[config.mk]
export PLATFORM = sky130hd
export DESIGN_NAME = decade_6
export DESIGN_NICKNAME = d
export VERILOG_FILES = /design/src/rtl/decade_6.sv
export SDC_FILE = /design/constraint.sdc
export NUM_CORES = 1
export LEC_CHECK = 0
export BUFFER_PORTS_ARGS = -buffer_cell sky130_fd_sc_hd__buf_2
export CAP_MARGIN = 15
export CORE_AREA = 4 4 41 43
export CTS_CLUSTER_DIAMETER = 50
export DETAILED_ROUTE_END_ITERATION = 12
export DIE_AREA = 0 0 45 47
export GPL_ROUTABILITY_DRIVEN = 0
export SYNTH_ARGS = -nofsm -noshare
export SYNTH_HDL_FRONTEND = slang
export SYNTH_SLANG_ARGS = --single-unit
[constraint.sdc]
create_clock -name i_clk -period 1.9 [get_ports i_clk]
set_clock_uncertainty 0.05 [all_clocks]
set_input_delay 0.38 -clock i_clk [delete_from_list [all_inputs] [get_ports i_clk]]
set_output_delay 0.38 -clock i_clk [all_outputs]
set_load 0.03 [all_outputs]
[src/rtl/decade_6.sv]
// decade_6: six-position counter (zero plus five one-hot codes) with illegal-code recovery.
// Define DECADE6_CARRY_EN to add the o_carry wrap pulse for cascading a following counter.
module decade_6 (
  input  logic       i_clk,
  input  logic       i_rst_n,
  input  logic       i_clear,
  input  logic       i_advance,
  output logic [4:0] o_output,
`ifdef DECADE6_CARRY_EN
  output logic       o_carry,
`endif
  output logic       o_error
);

  typedef enum logic [4:0] {
    P0 = 5'b00000,
    P1 = 5'b00001,
    P2 = 5'b00010,
    P3 = 5'b00100,
    P4 = 5'b01000,
    P5 = 5'b10000
  } pos_t;

  // Held as plain bits rather than pos_t so an upset can leave a multi-bit code behind.
  logic [4:0] pos_q;
  logic [4:0] pos_d;
  logic       illegal;
  logic       error_q;
  logic       error_d;
`ifdef DECADE6_CARRY_EN
  logic       carry_q;
  logic       carry_d;
`endif

  // Two or more bits set: clearing the lowest set bit still leaves something.
  assign illegal = |(pos_q & (pos_q - 5'd1));

  always_comb begin
    pos_d   = pos_q;
    error_d = 1'b0;
`ifdef DECADE6_CARRY_EN
    carry_d = 1'b0;
`endif
    if (illegal) begin
      pos_d   = P0;
      error_d = 1'b1;
    end else if (i_clear) begin
      pos_d = P0;
    end else if (i_advance) begin
      case (pos_q)
        P0:      pos_d = P1;
        P1:      pos_d = P2;
        P2:      pos_d = P3;
        P3:      pos_d = P4;
        P4:      pos_d = P5;
        P5: begin
          pos_d = P0;
`ifdef DECADE6_CARRY_EN
          carry_d = 1'b1;
`endif
        end
        default: pos_d = P0;
      endcase
    end
  end

  always_ff @(posedge i_clk or negedge i_rst_n) begin
    if (!i_rst_n) begin
      pos_q   <= P0;
      error_q <= 1'b0;
    end else begin
      pos_q   <= pos_d;
      error_q <= error_d;
    end
  end

`ifdef DECADE6_CARRY_EN
  always_ff @(posedge i_clk or negedge i_rst_n) begin
    if (!i_rst_n) begin
      carry_q <= 1'b0;
    end else begin
      carry_q <= carry_d;
    end
  end

  assign o_carry = carry_q;
`endif

  assign o_output = pos_q;
  assign o_error  = error_q;

endmodule

==> results of run 1 <==
placed cells by master, fill, tap and decap left out:
cell / netlist / routed
xnor2_1: 1 / 1
a2111o_1: 1 / 1
buf_2: 0 / 9
nor3b_1: 1 / 1
a22oi_1: 1 / 1
nor4_1: 1 / 1
inv_1: 2 / 2
dfrtp_1: 6 / 6
dlygate4sd3_1: 0 / 1
a32oi_1: 2 / 2
a31oi_1: 1 / 1
nor3_1: 5 / 5
o31a_1: 1 / 1
nor2b_1: 3 / 3
nor4b_1: 1 / 1
clkbuf_4: 0 / 3
maj3_2: 1 / 1
power by group:
| part | leakage (nW) | internal, W | total (W) | switching (W) |
|---|---|---|---|---|
| sequential | 0.0825 | 0.000133 | 0.000143 | 0.00000924 |
| clock | 0.0138 | 0.0000710 | 0.000111 | 0.0000396 |
| combinational | 0.0950 | 0.0000179 | 0.0000442 | 0.0000263 |
critical path, delay by kind of cell, from the launching register on:
kind	cells	cell delay, ns
adder cells (fa/ha/maj)	1	0.33
flip-flops	1	0.45
AND/OR/NAND/NOR	1	0.19
AO/OA/AOI/OAI	1	0.30
registers in the layout, indices dropped and copies added, names as in the netlist:
signal,cells
o_error,1
o_output,5
stage by stage:
stage	power, W	instances	area (µm²)	hold slack (ns)
2_1_floorplan	0.0001695	27	295.3	0.03441
3_3_place_gp	0.0001866	51	359.1	0.1586
3_5_place_dp	0.0001873	51	359.1	0.1646
4_1_cts	0.0003040	55	391.6	0.3095
5_1_grt	0.0003172	55	391.6	0.3228
6_report	0.0002974	55	391.6	0.3159
routing by layer:
metal	vias to the layer above	track usage	wire (µm)
met3	0	0.02299	43
met2	9	0.1130	294
met1	127	0.1085	349
met4	0	0.07018	0
met5	-	0	0
li1	133	-	-
cell type report:
cell class                 instances  area share
multi-input combinational         19      0.3514
inverter                           2     0.01917
timing repair buffer              10      0.1406
tap                               15     0.04792
clock buffer                       3     0.05751
sequential                         6      0.3834
logic make-up after synthesis:
family          synth area share
compound gates            0.1738
simple gates              0.2246
buf+inv                  0.02543
flops                     0.5085
fa+ha+maj                0.03813
xor+xnor                 0.02967
worst paths after layout:
path / from / to / cells after the start
max: o_output[2] / o_output[2] / 3
min in group asynchronous: i_rst_n / o_error / 2
max in group asynchronous: i_rst_n / o_output[3] / 2
min reg2reg: o_output[0] / o_output[0] / 2
min: i_clear / o_output[0] / 2
max reg2reg: o_output[2] / o_output[2] / 3
==> metrics.txt, run 1 <==
status=complete, no violations; fin crit period=approximately 1.4 ns; Tcrit/Tclk final=0.7390; Inserted Diodes=0; Critical Path AT=approximately 1.5 ns; DIE WIDTH=approximately 45 µm; Routed WL=between 600 and 700 µm; Placement Rows=13; Post-Syn Nets=31; CTS tree=done; detailed-route via count=roughly 270; Yosys reg bits=6; FF/Latch Area=roughly 150 µm²; WP data required=2.00 ns; HP Class=input port to flip-flop; Initial DRC Count=4; area of the mapped netlist=295.3 µm²; remaining antenna violation count after routing=0; CTS root buf=clkbuf_4; GRT Util Overall=0.08340; area of the multi-input gates=between 100 and 150 µm²; Place WS=about 0.49 ns; Crit. End Element=flip-flop; TritonCTS Buffers=3; Final Hold Vio Count=0; fin. max-slew vios=0; clock sinks=6; slew margin rel.=0.7342; setup_tns=0 ns; WL/cell=12.49 µm; worst-path fanout max=8; Least-Margin Pin Slew=0.3931 ns; Yosys cell types=14; largest net degree at the start of global routing=9; H-tree Lvls=1; Commonest cells post-synth=dfrtp_1, nor3_1, nor2b_1, a32oi_1, inv_1; first-pass GRT wire length=between 1 and 1.5 mm; critical path launch point type=flip-flop; crit path cell chain=maj3_2 -> o31a_1 -> nor3_1; fillers=between 100 and 150; P_leak=0.1913 nW; Setup Buffers After CTS=0; Die ar.=approximately 0.0021 mm²; setup slack after layout=0.4960 ns; drc violations=0; unrepaired setup endpoints after global routing=no; Crit path largest cell delay=0.45 ns; Mapped Cells=27; I/O Pins=10; slowest CP cell=dfrtp_1; initial antenna violation count=0; Synth top area share=0.5085; # setup viols final=0; Starting Density=0.2269; synthesis warning total=0; main area contributors after synthesis=dfrtp_1, nor3_1, nor2b_1; drt via density=4.891; fin util=0.3010; CTS Hold Buffers Added=1; top_reg_cell synth=dfrtp_1; synthesis-to-finish area growth=32.63%; Synth async-reset ratio=1.000; CTS clk-pin slew, worst paths=around 0.04 ns; EDFF count, synth=0; latest clock arrival within the worst-skew pair=roughly 0.24 ns; PD cells=about 760 mW/mm²; DRT Pass-1 Iters=2; fraction of layout cells with a size suffix above 1=0.3250; Detail Placement HPWL=538.3 µm; most frequent cell after synthesis=dfrtp_1; Max Clk Rate=just over 700 MHz; critical path class=flip-flop to flip-flop; reg-to-reg setup timing slack=about 0.50 ns; sequential fraction of the synthesis area=0.5085; # port buffers=9; number of max-cap violations=0; clk buf depth=2; Final nets=46; area leader, netlist=dfrtp_1; vias in the first global route=between 200 and 300; Avg Inst Size Synth=between 10 and 15 µm²; core area=0.001301 mm²; Die Y=47 µm; VDD IR max=281.8 µV; post-cts resize count=0; grt total ovfl=0
Power figures use the tool's default switching activity.
==> run 2, diff against run 1 <==
Settings changed: ABC_AREA set to 1.
Clock period 1.9 ns to 1.4 ns, I/O delays scaled along.
==> run 2 against run 1 <==
- final cell count increased by 33%
- routed wire length grew 5.1%
- clock power up 49%
- sequential power rose by 36%
- sequential cell count stayed put
- sequential share of layout area decreased by 3.7 points
- via count rose by 24%
- cell area rose by 11%
- critical path type is now flip-flop to output port
- critical endpoint is now o_output[0]
- largest power group unchanged
==> metrics.txt, run 2 <==
synthesis warning total=0 (unchanged); status=complete, no violations (unchanged); Die ar.=0.002115 mm² (unchanged); latest clock arrival within the worst-skew pair=0.25 ns (was 0.24 ns); sequential fraction of the synthesis area=0.4461 (was 0.5085); area of the multi-input gates=175.2 µm² (was 137.6 µm²); R2R cell count=6 (was 3); GRT met1 Usage=0.09677 (was 0.1085); Yosys cell types=11 (was 14); vias in the first global route=311 (was 299); Yosys reg bits=6 (unchanged); Non-Filler Instances=73 (was 55); CTS clk-pin slew, worst paths=0.04 ns (about the same); # port buffers=9 (unchanged); largest net degree at the start of global routing=7 (was 9); Internal Power=0.0003088 W (was 0.0002222 W); Mapped Cells=45 (was 27); Synth top area share=0.4461 (was 0.5085); clk buf depth=2 (unchanged); CP Launch Point=o_output[0] (was o_output[2]); M3 GR Usage=0.02299 (unchanged); Placement Rows=13 (unchanged); leading cell type in the layout, fill and taps excluded=nor2_1 (was buf_2); Crit path largest cell delay=0.44 ns (was 0.45 ns); critical path class=flip-flop to output port (was flip-flop to flip-flop); slew margin rel.=0.7878 (was 0.7342); first-pass GRT wire length=1.228 mm (was 1.262 mm); Stages on worst setup path=1 (was 3); Critical Path AT=0.92 ns (was 1.50 ns); core area=0.001301 mm² (unchanged); unrepaired setup endpoints after global routing=no (unchanged); Placed Cells=69 (was 51); fin crit period=around 1.2 ns; most frequent cells in the layout=nor2_1, nand2_1, buf_2, dfrtp_1 (was buf_2, dfrtp_1, nor3_1, nor2b_1, clkbuf_4); setup slack after layout=0.1506 ns (was 0.4960 ns); Max Clk Rate=800.4 MHz; WP buf/inv=1 (was 0); Routed WL=722 µm (was 687 µm); Least-Margin Pin Slew=0.3172 ns (was 0.3931 ns); worst setup path end=o_output[0] (was o_output[2]); Gate power share=0.198 (was 0.149); P_leak=0.2274 nW (was 0.1913 nW); detailed-route via count=334 (was 269); setup_tns=0 ns (unchanged); DIE WIDTH=45 µm (unchanged); WL/cell=9.890 µm (was 12.49 µm); TritonCTS Buffers=3 (unchanged); area leader, netlist=dfrtp_1 (unchanged); fraction of layout cells with a size suffix above 1=0.3276 (was 0.3250); clock sinks=6 (unchanged); fillers=148 (was 142); Worst path top cell family by delay=flip-flops (unchanged); WP data required=1.07 ns (was 2.00 ns); critical path launch point type=flip-flop (unchanged); CTS root buf=clkbuf_4 (unchanged); Final Hold Vio Count=0 (unchanged); PD cells=1037 mW/mm² (was 759.5 mW/mm²); drc violations=0 (unchanged); busiest grt layer=met2 (unchanged); grt total ovfl=0 (unchanged); VDD IR max=382.9 µV (was 281.8 µV); part of the power in the clock network=0.367 (was 0.372); post-route cell area=432.9 µm² (was 391.6 µm²); placed inst area=400.4 µm² (was 359.1 µm²); HP Class=input port to flip-flop (unchanged); R2R Path Start=o_output[0] (was o_output[2]); Commonest cells post-synth=nor2_1, nand2_1, dfrtp_1 (was dfrtp_1, nor3_1, nor2b_1, a32oi_1, inv_1); Synth async-reset ratio=1.000 (unchanged); Post-Syn Nets=49 (was 31); main area contributors after synthesis=dfrtp_1, nor2_1, nand2_1 (was dfrtp_1, nor3_1, nor2b_1); top_reg_cell synth=dfrtp_1 (unchanged); most frequent cell after synthesis=nor2_1 (was dfrtp_1); Sw Ratio=0.3120 (was 0.2529); synthesis-to-finish area growth=28.62% (was 32.63%); Tcrit/Tclk final=0.8924; Avg Inst Size Synth=7.479 µm² (was 10.94 µm²); Flop pwr share=0.435 (was 0.479); number of max-cap violations=0 (unchanged); Crit. End Element=output port (was flip-flop); H-tree Lvls=1 (unchanged); I/O Pins=10 (unchanged); Detail Placement HPWL=557.7 µm (was 538.3 µm); EDFF count, synth=0 (unchanged); # setup viols final=0 (unchanged); reg-to-reg setup timing slack=0.21 ns (was 0.50 ns); worst-path fanout max=6 (was 8); fin. max-slew vios=0 (unchanged); Initial DRC Count=8 (was 4); initial antenna violation count=0 (unchanged); Final nets=64 (was 46); Starting Density=0.2587 (was 0.2269); met2 Usage GRT=0.1243 (was 0.1130); Inserted Diodes=0 (unchanged); P_sw=0.0001400 W (was 0.00007521 W); fin util=0.3327 (was 0.3010); remaining antenna violation count after routing=0 (unchanged); crit path cell chain=buf_2 (was maj3_2 -> o31a_1 -> nor3_1); max reg flops=5 (unchanged); FF/Latch Area=150.1 µm² (unchanged); GRT Util Overall=0.08492 (was 0.08340); CTS tree=done (unchanged); drt via density=4.575 (was 4.891); slowest CP cell=dfrtp_1 (unchanged); Place WS=0.2131 ns (was 0.4944 ns); Die Y=47 µm (unchanged); Worst R2R End=o_output[0] (was o_output[2]); DRT Pass-1 Iters=4 (was 2); area of the mapped netlist=336.6 µm² (was 295.3 µm²)
[run 2: cell types whose count changed in the layout (fill, tap and decap cells not counted), sizes merged, moves of 2 or more]
cell,before,now
a21oi,0,2
nor3,5,1
nand4,0,3
nand3,0,3
nor2b,3,0
nor2,0,14
a32oi,2,0
nand2,0,13
[run 2: kinds of logic after synthesis]
group,synth area share
buffers and inverters,0.03345
flip-flops,0.4461
AO/OA/AOI/OAI,0.05205
AND/OR/NAND/NOR,0.4684
[run 2: area by class of cell]
| class | count | area share |
|---|---|---|
| inverter | 3 | 0.02601 |
| timing repair buffer | 10 | 0.1272 |
| multi-input combinational | 36 | 0.4046 |
| tap | 15 | 0.04335 |
| sequential | 6 | 0.3468 |
| clock buffer | 3 | 0.05202 |
[run 2: worst min path at each step]
stage,from,endpoint,slack [ns],depth (start not counted)
finish,i_clear,o_output[0],0.26,4
global route,i_clear,o_output[0],0.27,4
CTS,i_clear,o_output[0],0.26,4
detailed placement,i_rst_n,o_output[3],0.06,1
global placement,i_rst_n,o_output[3],0.06,1
floorplan,i_rst_n,o_error,-0.07,0
[run 2: power by group through the flow]
stage          Clock [W]  Sequential, W  Combinational [W]
2_1_floorplan          0       0.000215          0.0000429
3_3_place_gp           0       0.000197          0.0000886
3_5_place_dp           0       0.000198          0.0000872
4_1_cts         0.000168       0.000196          0.0000895
5_1_grt         0.000179       0.000198           0.000100
6_report        0.000165       0.000195          0.0000889
[run 2: stage by stage]
stage               power (W)  hold slack, ns
floorplan           0.0002576        -0.06559
global placement    0.0002860         0.06291
detailed placement  0.0002854         0.06454
CTS                 0.0004533          0.2624
global route        0.0004768          0.2739
finish              0.0004489          0.2638
[run 2: repair_timing]
item / in CTS / in global routing
buffers inserted: 0 / 0
hold buffers: 1 / 0
resized for setup: 0 / 0
hold endpoints to repair: 6 / 0
[run 2: tightest hold or removal path, stage by stage]
cell and delay (ns):
buf_2 0.10, nor3_1 0.05, nand2_1 0.05, nand2_1 0.04
[run 2: layer usage]
layer  vias to the layer above  routed length, µm
met5                         -                  0
met4                         0                 26
met3                         5                 37
met2                        11                323
met1                       148                334
li1                        170                  -
==> run 3, diff against run 2 <==
Settings changed: PLACE_DENSITY set to 0.48, SETUP_SLACK_MARGIN set to 0.3.
==> run 3 against run 2 <==
- sequential share of layout area fell by 6.2 points
- worst hold slack better by 0.021 ns
- power increased by 9.2%
- register-to-register slack gained 0.06 ns
- sequential cell count is the same
- setup slack improved by 0.085 ns
- cell area rose by 27%
- sequential power rose by 3%
- routed wire length increased by 8.7%
- combinational power up 39%
==> metrics.txt, run 3 (same netlist as run 2, synthesis figures left out) <==
status=complete, no violations (unchanged); CTS tree=done (unchanged); # setup viols final=0 (unchanged); H-tree Lvls=1 (unchanged); # port buffers=9 (unchanged); fin. max-slew vios=0 (unchanged); TritonCTS Buffers=3 (unchanged); worst-path fanout max=3 (was 6); critical path class=flip-flop to output port (unchanged); GRT met1 Usage=0.1230 (was 0.09677); Worst path top cell family by delay=flip-flops (unchanged); clock sinks=6 (unchanged); Die Y=47 µm (unchanged); Crit path largest cell delay=0.44 ns (about the same); Die ar.=0.002115 mm² (unchanged); HP Class=input port to flip-flop (unchanged); Crit. End Element=output port (unchanged); Final Hold Vio Count=0 (unchanged); initial antenna violation count=0 (unchanged); crit path cell chain=buf_6 (was buf_2); clk buf depth=2 (unchanged); busiest grt layer=met2 (unchanged); Internal Power=0.0003463 W (was 0.0003088 W); PD cells=892.5 mW/mm² (was 1037 mW/mm²); Max Clk Rate=858.9 MHz (was 800.4 MHz); Final nets=68 (was 64); P_sw=0.0001439 W (was 0.0001400 W); largest net degree at the start of global routing=7 (unchanged); number of max-cap violations=0 (unchanged); WP buf/inv=1 (unchanged); drt via density=4.397 (was 4.575); VDD IR max=552.6 µV (was 382.9 µV); GRT Util Overall=0.09387 (was 0.08492); Routed WL=785 µm (was 722 µm); Sw Ratio=0.2936 (was 0.3120); drc violations=0 (unchanged); fillers=149 (was 148); DRT Pass-1 Iters=4 (unchanged); DIE WIDTH=45 µm (unchanged); I/O Pins=10 (unchanged); max reg flops=5 (unchanged); setup_tns=0 ns (unchanged); Starting Density=0.2587 (unchanged); fin crit period=1.164 ns (was 1.249 ns); detailed-route via count=343 (was 334); slew margin rel.=0.7757 (was 0.7878); remaining antenna violation count after routing=0 (unchanged); Tcrit/Tclk final=0.8317 (was 0.8924); Placement Rows=13 (unchanged); latest clock arrival within the worst-skew pair=0.24 ns (was 0.25 ns); total chip power=0.0004902 W (was 0.0004489 W); first-pass GRT wire length=1.421 mm (was 1.228 mm); Least-Margin Pin Slew=0.3352 ns (was 0.3172 ns); synthesis-to-finish area growth=63.20% (was 28.62%); vias in the first global route=352 (was 311); slowest CP cell=dfrtp_2 (was dfrtp_1); CTS root buf=clkbuf_4 (unchanged); Gate power share=0.254 (was 0.198); critical path launch point type=flip-flop (unchanged); Inserted Diodes=0 (unchanged); CTS clk-pin slew, worst paths=0.05 ns (was 0.04 ns); P_leak=0.2601 nW (was 0.2274 nW); M3 GR Usage=0.01149 (was 0.02299); leading cell type in the layout, fill and taps excluded=nor2_1 (unchanged); part of the power in the clock network=0.338 (was 0.367); fraction of layout cells with a size suffix above 1=0.5397 (was 0.3276); unrepaired setup endpoints after global routing=yes (was no); Flop pwr share=0.408 (was 0.435); most frequent cells in the layout=nor2_1, nand2_1, buf_6, dfrtp_2 (was nor2_1, nand2_1, buf_2, dfrtp_1); Critical Path AT=0.83 ns (was 0.92 ns); WP data required=1.07 ns (about the same); core area=0.001301 mm² (unchanged); met2 Usage GRT=0.1412 (was 0.1243); WL/cell=10.06 µm (was 9.890 µm); Initial DRC Count=2 (was 8); grt total ovfl=0 (unchanged)
[run 3: cell count changes in the layout (fill, tap and decap cells not counted), moves of 3 or more]
cell     change
dfrtp_1      -5
dfrtp_2      +5
buf_4        +3
buf_6        +7
buf_2        -6
[run 3: worst register-to-register path: stages, from the launching register on]
cell,delay (ns)
dfrtp_2,0.44
nor2_4,0.17
nand2_2,0.07
nand2_2,0.11
nand3_2,0.06
nand2_1,0.06
nand2_1,0.04
[run 3: power groups by stage]
stage / registers [W] / logic, W / clock network (W)
floorplan: 0.000219 / 0.0000507 / 0
global placement: 0.000203 / 0.0000969 / 0
detailed placement: 0.000204 / 0.0000954 / 0
CTS: 0.000200 / 0.000121 / 0.000176
global route: 0.000202 / 0.000136 / 0.000178
finish: 0.000200 / 0.000124 / 0.000166
[run 3: area by class of cell]
type	instances	area, µm²	share of cell area
Clock buffer	4	26.28	0.04784
Sequential cell	6	156.4	0.2847
Multi-Input combinational cell	36	210.2	0.3827
Timing Repair Buffer	14	126.4	0.2301
Tap cell	15	18.77	0.03417
Inverter	3	11.26	0.02050
[run 3: stage by stage]
stage            util  hold WS [ns]  std cells  setup WS (ns)  cell area (µm²)
6_report       0.4221        0.2853         78         0.2357            549.3
5_1_grt        0.4221        0.3198         78         0.2069            549.3
4_1_cts        0.4096        0.2697         78         0.2211            533.0
3_5_place_dp   0.3298       0.05736         69         0.2569            429.2
3_3_place_gp   0.3298       0.05789         69         0.2535            429.2
2_1_floorplan       -      -0.06559         45         0.2718            365.4
[run 3: path summary, 6_finish.rpt]
check	slack (ns)	start	cells past startpoint	end
min in group asynchronous	0.33	i_rst_n	2	o_output[1]
min	0.29	i_clear	4	o_output[0]
min reg2reg	0.56	o_output[4]	2	o_output[4]
max reg2reg	0.27	o_output[2]	6	o_output[0]
max	0.24	o_output[2]	1	o_output[2]
max in group asynchronous	0.81	i_rst_n	2	o_output[0]
[run 3: per-layer routing]
metal | part of all wire | wire [µm]
met2 | 0.48 | 374
met3 | 0.038 | 30
met4 | 0 | 0
met1 | 0.48 | 380
met5 | 0 | 0
[run 3: timing repair]
action                                 in CTS  in global routing
buffers inserted                            4                  0
setup endpoints to repair                  10                 12
hold buffers                                1                  0
endpoints found under the hold margin       6                  0
gates resized for setup                    12                  6
pin swaps                                   3                  5
